<file path="src/rtl/pool2d_pkg.sv">
// pool2d_pkg: register map, FSM encoding and lane-count helper shared by the pool2d_stream files.
package pool2d_pkg;
    typedef enum logic [1:0] {S_IDLE, S_RUN, S_DONE} state_e;
    localparam logic [7:0] A_CTRL   = 8'h00;
    localparam logic [7:0] A_STATUS = 8'h04;
    localparam logic [7:0] A_FLEN   = 8'h08;
    localparam logic [7:0] A_NGRP   = 8'h0C;
    localparam logic [7:0] A_MODE   = 8'h10;
    localparam logic [7:0] A_CNT    = 8'h14;
    function automatic int lanes_of(input int data_w, input int lane_w);
        return data_w / lane_w;
    endfunction
endpackage

</file>
<file path="src/rtl/pool2d_lane_op.sv">
// pool2d_lane_op: signed max (or sum when POOL2D_AVG_EN is defined) of two elements, one bit wider out.
module pool2d_lane_op
    import pool2d_pkg::*;
#(
    parameter int W = 8
) (
    input  logic signed [W-1:0] a,
    input  logic signed [W-1:0] b,
    input  logic                mode,
    output logic signed [W:0]   y
);
    logic signed [W:0] mx;
    assign mx = (a > b) ? {a[W-1], a} : {b[W-1], b};
`ifdef POOL2D_AVG_EN
    assign y = mode ? {a[W-1], a} + {b[W-1], b} : mx;
`else
    logic unused_mode;
    assign unused_mode = mode;
    assign y = mx;
`endif
endmodule

</file>
<file path="src/rtl/pool2d_stream.sv">
// pool2d_stream: APB-configured 2x2 stride-2 max pooling over an AXI-Stream pixel stream;
// average pooling is built only when POOL2D_AVG_EN is defined.
module pool2d_stream
    import pool2d_pkg::*;
#(
    parameter int DATA_W   = 32,
    parameter int LANE_W   = 8,
    parameter int MAX_FLEN = 64
) (
    input  logic                CLK,
    input  logic                RESET,
    input  logic [DATA_W-1:0]   S_AXIS_TDATA,
    input  logic                S_AXIS_TVALID,
    input  logic                S_AXIS_TLAST,
    input  logic                S_AXIS_TUSER,
    input  logic [DATA_W/8-1:0] S_AXIS_TKEEP,
    output logic                S_AXIS_TREADY,
    output logic [DATA_W-1:0]   M_AXIS_TDATA,
    output logic                M_AXIS_TVALID,
    output logic                M_AXIS_TLAST,
    output logic                M_AXIS_TUSER,
    output logic [DATA_W/8-1:0] M_AXIS_TKEEP,
    input  logic                M_AXIS_TREADY,
    input  logic [31:0]         PADDR,
    input  logic                PSEL,
    input  logic                PENABLE,
    input  logic                PWRITE,
    input  logic [31:0]         PWDATA,
    output logic [31:0]         PRDATA,
    output logic                PREADY,
    output logic                PSLVERR
);
    localparam int LANES = lanes_of(DATA_W, LANE_W);
    localparam int AW = $clog2(MAX_FLEN / 2);
`ifdef POOL2D_AVG_EN
    localparam int PW = LANE_W + 1;  // pair sums keep their carry so the 4-way average floors exactly
`else
    localparam int PW = LANE_W;
`endif
    localparam int LB_W = LANES * PW;

    state_e              state_q, state_d;
    logic [6:0]          flen_q, flen_d, row_q, row_d, col_q, col_d;
    logic [8:0]          ngrp_q, ngrp_d, grp_q, grp_d;
    logic                mode_q, mode_d, done_q, done_d, in_done_q, in_done_d;
    logic                ovld_q, ovld_d, olast_q, olast_d;
    logic [31:0]         cnt_q, cnt_d;
    logic [DATA_W-1:0]   hold_q, hold_d, out_q, out_d, fin;
    logic [LB_W-1:0]     lb_mem [MAX_FLEN/2];
    logic [LB_W-1:0]     lb_rd_q, pair;
    logic [AW-1:0]       lb_addr;
    logic [7:0]          a;
    logic [31:0]         prdata;
    logic                wr, busy, flen_bad, cfg_wr, err, start, acc;
    logic                col_end, row_end, grp_end, lb_we, win, unused_ok;

    assign a        = PADDR[7:0];
    assign wr       = PSEL & PENABLE & PWRITE;
    assign busy     = state_q == S_RUN;
    assign flen_bad = PWDATA[0] | (PWDATA == 32'd0) | (PWDATA > MAX_FLEN);
    assign cfg_wr   = wr & (a == A_FLEN | a == A_NGRP | a == A_MODE);
    assign err      = cfg_wr & (busy | (a == A_FLEN & flen_bad) | (a == A_NGRP & PWDATA[8:0] == 9'd0));
    assign start    = wr & (a == A_CTRL) & PWDATA[0] & !busy;
    assign acc      = S_AXIS_TVALID & S_AXIS_TREADY;
    assign col_end  = col_q == flen_q - 7'd1;
    assign row_end  = row_q == flen_q - 7'd1;
    assign grp_end  = grp_q == ngrp_q - 9'd1;
    assign lb_addr  = col_q[AW:1];
    assign lb_we    = acc & !row_q[0] & col_q[0];
    assign win      = acc & row_q[0] & col_q[0];

    assign S_AXIS_TREADY = busy & (!ovld_q | M_AXIS_TREADY) & !in_done_q;
    assign M_AXIS_TDATA  = out_q;
    assign M_AXIS_TVALID = ovld_q;
    assign M_AXIS_TLAST  = olast_q;
    assign M_AXIS_TUSER  = 1'b0;
    assign M_AXIS_TKEEP  = '1;
    assign PREADY        = 1'b1;
    assign PSLVERR       = err & !RESET;
    assign prdata = a == A_STATUS ? {30'd0, busy, done_q} :
                    a == A_FLEN   ? {25'd0, flen_q} :
                    a == A_NGRP   ? {23'd0, ngrp_q} :
                    a == A_MODE   ? {31'd0, mode_q} :
                    a == A_CNT    ? cnt_q : 32'd0;
    assign PRDATA    = (PSEL & !RESET) ? prdata : 32'd0;
    assign unused_ok = ^{PADDR[31:8], S_AXIS_TLAST, S_AXIS_TUSER, S_AXIS_TKEEP};

    for (genvar i = 0; i < LANES; i++) begin : g_lane
        logic signed [LANE_W-1:0] px, hd;
        logic signed [LANE_W:0]   p, lbx;
        logic signed [LANE_W+1:0] q;
        assign px = S_AXIS_TDATA[i*LANE_W +: LANE_W];
        assign hd = hold_q[i*LANE_W +: LANE_W];
        assign pair[i*PW +: PW] = p[PW-1:0];
        pool2d_lane_op #(.W(LANE_W)) u_pair (.a(hd), .b(px), .mode(mode_q), .y(p));
        pool2d_lane_op #(.W(LANE_W + 1)) u_win (.a(lbx), .b(p), .mode(mode_q), .y(q));
`ifdef POOL2D_AVG_EN
        assign lbx = lb_rd_q[i*PW +: PW];
        assign fin[i*LANE_W +: LANE_W] = mode_q ? q[LANE_W+1:2] : q[LANE_W-1:0];
`else
        logic unused_q;
        assign lbx = {lb_rd_q[i*PW+PW-1], lb_rd_q[i*PW +: PW]};
        assign fin[i*LANE_W +: LANE_W] = q[LANE_W-1:0];
        assign unused_q = ^q[LANE_W+1:LANE_W];
`endif
    end

    // The read address only changes on accepted beats, so the entry is ready by the odd column.
    always_ff @(posedge CLK) begin
        if (lb_we) lb_mem[lb_addr] <= pair;
        lb_rd_q <= lb_mem[lb_addr];
    end

    always_comb begin
        state_d = state_q;
        flen_d = flen_q;
        ngrp_d = ngrp_q;
        mode_d = mode_q;
        done_d = done_q;
        cnt_d = cnt_q;
        row_d = row_q;
        col_d = col_q;
        grp_d = grp_q;
        in_done_d = in_done_q;
        hold_d = hold_q;
        out_d = out_q;
        ovld_d = ovld_q;
        olast_d = olast_q;
        if (wr && !err) begin
            if (a == A_FLEN) flen_d = PWDATA[6:0];
            if (a == A_NGRP) ngrp_d = PWDATA[8:0];
`ifdef POOL2D_AVG_EN
            if (a == A_MODE) mode_d = PWDATA[0];
`endif
        end
        if (busy) cnt_d = cnt_q + 32'd1;
        if (ovld_q && M_AXIS_TREADY) begin
            ovld_d = 1'b0;
            if (olast_q) begin
                state_d = S_DONE;
                done_d = 1'b1;
            end
        end
        if (acc) begin
            if (!col_q[0]) hold_d = S_AXIS_TDATA;
            col_d = col_end ? 7'd0 : col_q + 7'd1;
            if (col_end) begin
                row_d = row_end ? 7'd0 : row_q + 7'd1;
                if (row_end) begin
                    grp_d = grp_end ? 9'd0 : grp_q + 9'd1;
                    in_done_d = grp_end;
                end
            end
            if (win) begin
                out_d = fin;
                ovld_d = 1'b1;
                olast_d = row_end & col_end & grp_end;
            end
        end
        if (start) begin
            state_d = S_RUN;
            done_d = 1'b0;
            cnt_d = 32'd0;
            row_d = 7'd0;
            col_d = 7'd0;
            grp_d = 9'd0;
            in_done_d = 1'b0;
            ovld_d = 1'b0;
            olast_d = 1'b0;
        end
    end

    always_ff @(posedge CLK) begin
        if (RESET) begin
            state_q <= S_IDLE;
            flen_q <= '0;
            ngrp_q <= '0;
            mode_q <= 1'b0;
            done_q <= 1'b0;
            cnt_q <= '0;
            row_q <= '0;
            col_q <= '0;
            grp_q <= '0;
            in_done_q <= 1'b0;
            hold_q <= '0;
            out_q <= '0;
            ovld_q <= 1'b0;
            olast_q <= 1'b0;
        end else begin
            state_q <= state_d;
            flen_q <= flen_d;
            ngrp_q <= ngrp_d;
            mode_q <= mode_d;
            done_q <= done_d;
            cnt_q <= cnt_d;
            row_q <= row_d;
            col_q <= col_d;
            grp_q <= grp_d;
            in_done_q <= in_done_d;
            hold_q <= hold_d;
            out_q <= out_d;
            ovld_q <= ovld_d;
            olast_q <= olast_d;
        end
    end
endmodule

</file>
<file path="config.mk">
export PLATFORM = sky130hd
export DESIGN_NAME = pool2d_stream
export DESIGN_NICKNAME = d
export VERILOG_FILES = /design/src/rtl/pool2d_pkg.sv /design/src/rtl/pool2d_lane_op.sv /design/src/rtl/pool2d_stream.sv
export SDC_FILE = /design/constraint.sdc
export NUM_CORES = 1
export LEC_CHECK = 0
export CAP_MARGIN = 20
export CORE_UTILIZATION = 25
export CTS_CLUSTER_DIAMETER = 30
export DETAILED_ROUTE_END_ITERATION = 12
export GPL_TIMING_DRIVEN = 0
export PLACE_DENSITY = 0.49
export SLEW_MARGIN = 20
export SYNTH_ARGS = -nofsm -noshare
export SYNTH_HDL_FRONTEND = slang
export SYNTH_SLANG_ARGS = --single-unit
</file>
<file path="constraint.sdc">
create_clock -name CLK -period 8.8 [get_ports CLK]
set_input_delay 2.64 -clock CLK [delete_from_list [all_inputs] [get_ports CLK]]
set_output_delay 2.64 -clock CLK [all_outputs]
set_load 0.03 [all_outputs]
</file>
After elaboration in Yosys (flattened, before gate mapping)
Memories as Yosys holds them, arrays and structs flattened. A register that Yosys moved wholly into a read port is not among the register bits.
Cells that the tools add are included.
- register bits: 140
- memory bits (writable): 1024
- output and inout port bits: 74
- memories: 1
- memories (memory ; depth ; bits a word ; read ports ; clocked after Yosys merged registers in ; write ports ; RTL line ; source):
    lb_mem ; 32 ; 32 ; 1 ; 1 ; 1 ; pool2d_stream.sv:49 ; logic [LB_W-1:0] lb_mem [MAX_FLEN/2];
- $add $sub $neg: 6
- order comparisons: 9
- equal/unequal tests: 9
- mux-type cells: 25
- bitwise operators: 28
- reduce and logical (&&, ||, !) cells: 22
- operator list (cell ; number):
    $mux W32 ; 6
    $mux W9 ; 5
    $gt A8 B9 Y1 ; 4
    $add A32 B1 Y32 const B ; 1
    $gt A32 B7 Y1 const B ; 1
    $gt A8 B8 Y1 ; 4
    $logic_not A32 Y1 ; 1
    $mux W8 ; 4
    $and A1 B1 Y1 ; 20
    $eq A8 B4 Y1 const B ; 2
    $eq A8 B5 Y1 const B ; 2
    $add A7 B1 Y7 const B ; 2
    $eq A7 B7 Y1 ; 2
    $mux W7 ; 2
    $reduce_and A2 Y1 ; 7
    $add A9 B1 Y9 const B ; 1
    $eq A9 B9 Y1 ; 1
    $logic_not A9 Y1 ; 1
    $sub A9 B1 Y9 const B ; 1
    $eq A8 B3 Y1 const B ; 1
    $logic_not A8 Y1 ; 1
    $mux W1 ; 8
    $or A1 B1 Y1 ; 7
    $sub A7 B1 Y7 const B ; 1
    other kinds (7) ; 14

Logic depth before layout (Yosys ltp)
- depth in word-level cells: 10
- mapped depth: 18

Modules after synthesis
Synthesis repeated with hierarchy kept, for this count alone.
- cells, all modules: 2797
- area total of the unflattened synthesis: 48644.2 µm²
- by module, submodules not included (module ; times used ; cells each ; area each (µm²) ; sequential area each (µm²)):
    pool2d_stream ; 1 ; 2465 ; 45766.4 ; 34192.8
    pool2d_lane_op at g_lane[0].u_pair ... ; 4 ; 41 ; 367.9 ; 0.0
    pool2d_lane_op at g_lane[0].u_win ... ; 4 ; 42 ; 351.6 ; 0.0

Least setup slack after synthesis
OpenSTA, ideal clock, no wires.
- kind: in2out
- start point: input PWDATA[2]
- end point: output PSLVERR
- data arrival time: 5169 ps
- setup slack: 991 ps
- cell stages on the path: 6
- buffers on the path: 0
- cells stage by stage: nor4_1 > nand2_1 > or3_1 > o22ai_1 > o21ai_0 > a2111oi_0
- word-level cells in the longest chain between the ends: 8
- elaborated cells between the ends (all ways): 11
- those cells by class: order compare (1); bitwise (8); reduce/logical (2)
- ends and longest elaborated chain (item ; RTL line ; source):
    start: declaration ; pool2d_stream.sv:28 ; input logic [31:0] PWDATA,
    parallel branches: the longest is 5 deep, another holds $gt A32 B7 Y1 ; n/a ;
    $or A1 B1 Y1 (*) ; pool2d_stream.sv:62 ; assign err = cfg_wr & (busy | (a == A_FLEN & flen_bad) | (a == A_NGRP & PWDATA[8:0] == 9'd0));
    $and A1 B1 Y1 (*) ; pool2d_stream.sv:62 ;
    $and A1 B1 Y1 (*) ; pool2d_stream.sv:79 ; assign PSLVERR = err & !RESET;
    end: declaration ; pool2d_stream.sv:31 ; output logic PSLVERR
Every way passes the cells marked *.

Final worst setup path
Ends and elaborated chain as after synthesis.

==> load_flow_metrics.sql <==
INSERT INTO impl_metrics (metric_group, metric, value, unit) VALUES
('final_layout', 'drive_above_1_share', '0.250', ''),
('routing', 'route.detailed.vias_per_inst', '4.80', ''),
('final_layout', 'layout-area-overhead-vs-synth', '30.5', '%'),
('clock_network', 'clock_network_latency_to_the_later_pin_of_the_worst_skew_pair', '0.84', 'ns'),
('logic_synthesis', 'synth_sequential_area_ratio', '0.713', ''),
('floorplanning', 'start_util', '0.252', ''),
('final_layout', 'utilization', '0.329', ''),
('clock_network', 'cts.sinks', '1196', ''),
('pwr', 'maximum_resistive_drop_on_vdd', '0.225', 'mV'),
('logic_synthesis', 'synth_cell_types', '64', ''),
('setup_path', 'crit_path_max_incr_delay', '0.76', 'ns'),
('pwr', 'cellLeakagePower', '20.3', 'nW'),
('setup_path', 'critical-path-top-delay-family', 'buffers and inverters', ''),
('clock_network', 'clkSlewWorstSetupHoldPaths', '0.05', 'ns'),
('logic_synthesis', 'postSynth.asyncResetShare', '0', ''),
('logic_synthesis', 'synth_top_cell_by_area', 'sky130_fd_sc_hd__edfxtp_1', ''),
('clock_network', 'holdBufCountCts', '0', ''),
('floorplanning', 'dieArea', '193000', 'sq um'),
('logic_synthesis', 'syn-instance-count', '2734', ''),
('floorplanning', 'die_width', '440', 'um'),
('setup_path', 'cp_cell_sequence', 'clkdlybuf4s50_1, nor4_1, nand2_1, or3_1, o22ai_1, o21ai_0, a2111oi_0, clkdlybuf4s50_1', ''),
('clock_network', 'maximum_level_of_the_cts_h_tree', '4', ''),
('placement', 'io_buffers', '144', ''),
('clock_network', 'ctsResizeCount', '0', ''),
('sta', 'finalSetupViolCount', '0', ''),
('routing', 'dr_total_vias', '28324', ''),
('sta', 'min_period', '8.12', 'ns'),
('sta', 'clock_skew', '0.0444', 'ns'),
('clock_network', 'ctsRootBufferMaster', 'sky130_fd_sc_hd__clkbuf_16', ''),
('floorplanning', 'coreArea', '190000', 'sq um'),
('placement', 'place_hpwl', '102000', 'um'),
('logic_synthesis', 'leading_cell_types_by_total_area_after_synthesis', 'sky130_fd_sc_hd__edfxtp_1 (64%), sky130_fd_sc_hd__mux4_2 (12%), sky130_fd_sc_hd__dfxtp_1 (7.2%)', ''),
('sta', 'drv_slew', '0', ''),
('setup_path', 'cp_slowest_cell', 'sky130_fd_sc_hd__clkdlybuf4s50_1', ''),
('clock_network', 'clock_buffer_count_from_cts', '230', ''),
('sta', 'final.hold.worst_slack', '0.452', 'ns'),
('placement', 'routabilityCongestion', '0.810', ''),
('sta', 'worst_pin_slew', '1.16', 'ns'),
('routing', 'drt-pass1-iter-count', '5', ''),
('logic_synthesis', 'number_of_enable_flip_flop_cells_after_synthesis', '1024', ''),
('setup_path', 'critPathMaxFanout', '3', ''),
('global_routing', 'grt_overflow', '0', ''),
('final_layout', 'layout_commonest_cell', 'sky130_fd_sc_hd__edfxtp_1', ''),
('routing', 'drt_first_iter_violations', '2554', ''),
('sta', 'highest_clock_rate', '0.123', 'GHz'),
('setup_path', 'critical_path_required', '6.16', 'ns'),
('floorplanning', 'fp.dieH', '440', 'um'),
('clock_network', 'post-cts-setup-buffers', '0', ''),
('logic_synthesis', 'synthesis.area', '47900', 'sq um'),
('sta', 'slew-limit-headroom', '0.230', ''),
('flow_run', 'max_cap_violations', '0', ''),
('floorplanning', 'ios', '183', ''),
('sta', 'setup_repair_after_global_routing_missed_its_margin', 'no', ''),
('status', 'outcome', 'completed', ''),
('setup_path', 'worst_ep_arrival_time', '5.48', 'ns'),
('sta', 'period_share', '0.922', ''),
('pwr', 'power.density', '247', 'nW/um^2'),
('logic_synthesis', 'synth_largest_type_area_fraction', '0.642', ''),
('global_routing', 'grt_first_pass_wirelength', '218000', 'um'),
('logic_synthesis', 'synth.ff_latch_count', '1196', ''),
('pwr', 'totalPowerFinal', '15.4', 'mW'),
('clock_network', 'max-clock-path-buffers', '3', ''),
('logic_synthesis', 'syn_area_per_cell', '17.5', 'sq um'),
('global_routing', 'grt_start_max_net_pins', '35', ''),
('routing', 'drt_wirelength', '155000', 'um'),
('routing', 'routedWlPerCell', '26.2', 'um'),
('global_routing', 'grt_pass1_vias', '28814', ''),
('clock_network', 'cts_tree', 'done', ''),
('logic_synthesis', 'postSynth.topFlopCell', 'sky130_fd_sc_hd__edfxtp_1', ''),
('final_layout', 'design.final.nets', '3361', ''),
('setup_path', 'cp-start-kind', 'input port', '');
[per-stage QoR]
| stage | setup TNS [ns] | worst slack (ns) | instance area, sq um | cells |
|---|---|---|---|---|
| after floorplan | 0 | 0.991 | 47900 | 2738 |
| after global placement | -971.05 | -1.42 | 52500 | 5393 |
| after CTS | 0 | 0.677 | 62500 | 5897 |
| after global routing | 0 | 0.457 | 62600 | 5898 |
| final | 0 | 0.685 | 62600 | 5902 |
| after detailed placement | 0 | 0.711 | 54400 | 5460 |
[report_power, final]
part           leakage [nW]  switching (mW)  internal [mW]
clock                  3.90            3.09           5.89
combinational          5.71           0.189         0.0724
sequential             10.7       0.0000488           6.19
[cell type report]
| class | instances | area (sq um) |
|---|---|---|
| well taps | 2511 | 3140 |
| fillers | 18180 | 128000 |
| clock buffers | 280 | 6130 |
| flip-flops and latches | 1196 | 34200 |
| repair buffers | 212 | 3050 |
| inverters | 86 | 323 |
| diodes | 4 | 10.0 |
| plain buffers | 155 | 672 |
| clock inverters | 157 | 1970 |
| multi-input cells | 1301 | 13100 |
[cells in the mapped netlist (5+ instances only)]
library cell,count
sky130_fd_sc_hd__inv_1,85
sky130_fd_sc_hd__and2_1,31
sky130_fd_sc_hd__and3_1,32
sky130_fd_sc_hd__o21a_1,16
sky130_fd_sc_hd__o22ai_1,9
sky130_fd_sc_hd__a32oi_1,23
sky130_fd_sc_hd__a22oi_1,130
sky130_fd_sc_hd__xnor2_1,31
sky130_fd_sc_hd__edfxtp_1,1024
sky130_fd_sc_hd__nand2_1,120
sky130_fd_sc_hd__xor2_1,39
sky130_fd_sc_hd__clkbuf_1,116
sky130_fd_sc_hd__nand3_1,37
sky130_fd_sc_hd__o31ai_1,25
sky130_fd_sc_hd__buf_1,29
sky130_fd_sc_hd__nand4_1,62
sky130_fd_sc_hd__mux2_2,30
sky130_fd_sc_hd__a21oi_1,57
sky130_fd_sc_hd__nor4_1,15
sky130_fd_sc_hd__or3_1,10
sky130_fd_sc_hd__nor3_1,26
sky130_fd_sc_hd__o21ai_0,31
sky130_fd_sc_hd__nor2_1,131
sky130_fd_sc_hd__or2_2,5
sky130_fd_sc_hd__dfxtp_1,172
sky130_fd_sc_hd__nor2b_1,12
sky130_fd_sc_hd__ha_1,70
sky130_fd_sc_hd__buf_4,6
sky130_fd_sc_hd__mux2i_1,35
sky130_fd_sc_hd__mux4_2,256
[worst reg2reg max path, cell delays in order, from the launching register on]
cell and delay, ns:
sky130_fd_sc_hd__dfxtp_1 0.39, sky130_fd_sc_hd__clkbuf_2 0.58, sky130_fd_sc_hd__clkbuf_1 0.73, sky130_fd_sc_hd__clkbuf_1 0.85
sky130_fd_sc_hd__nand3_1 0.94, sky130_fd_sc_hd__nor2_4 0.84, sky130_fd_sc_hd__buf_16 0.25, sky130_fd_sc_hd__buf_16 0.19
[registers in the layout, summed over array words and instances, names as in the netlist, 7 cells and up]
register      flops
lb_mem         1024
M_AXIS_TDATA     32
cnt_q            32
hold_q           32
lb_rd_q          32
grp_q             9
ngrp_q            9
col_q             7
flen_q            7
row_q             7
[kinds of logic (layout without fill, tap and decap cells)]
group	count (synthesis)	in the layout	synth area share
flip-flops	1196	1196	0.713
other	2	10	0.000157
AND/OR/NAND/NOR	512	512	0.0541
AO/OA/AOI/OAI	320	320	0.0462
multiplexers	321	321	0.135
buffers and inverters	241	890	0.0196
adder cells (fa/ha/maj)	70	70	0.0183
XOR/XNOR	72	72	0.0137
[metal layers]
metal / global-route usage / up-vias / share of wire
met3: 0.0346 / 272 / 0.078
met4: 0.0563 / 2 / 0.032
met1: 0.212 / 14874 / 0.42
li1: - / 11992 / -
met5: 0 / - / 0.000084
met2: 0.255 / 1184 / 0.47
[final timing paths]
check                                     start               to  slack [ns]  cells after the start
worst min-delay path            M_AXIS_TDATA[3]  M_AXIS_TDATA[3]        0.45                      2
worst min register to register  M_AXIS_TDATA[3]  M_AXIS_TDATA[3]        0.45                      2
worst max-delay path                  PWDATA[2]          PSLVERR        0.68                      8
worst max register to register         col_q[1]    lb_mem[7][17]        3.71                      7
Power figures use the tool's default switching activity.
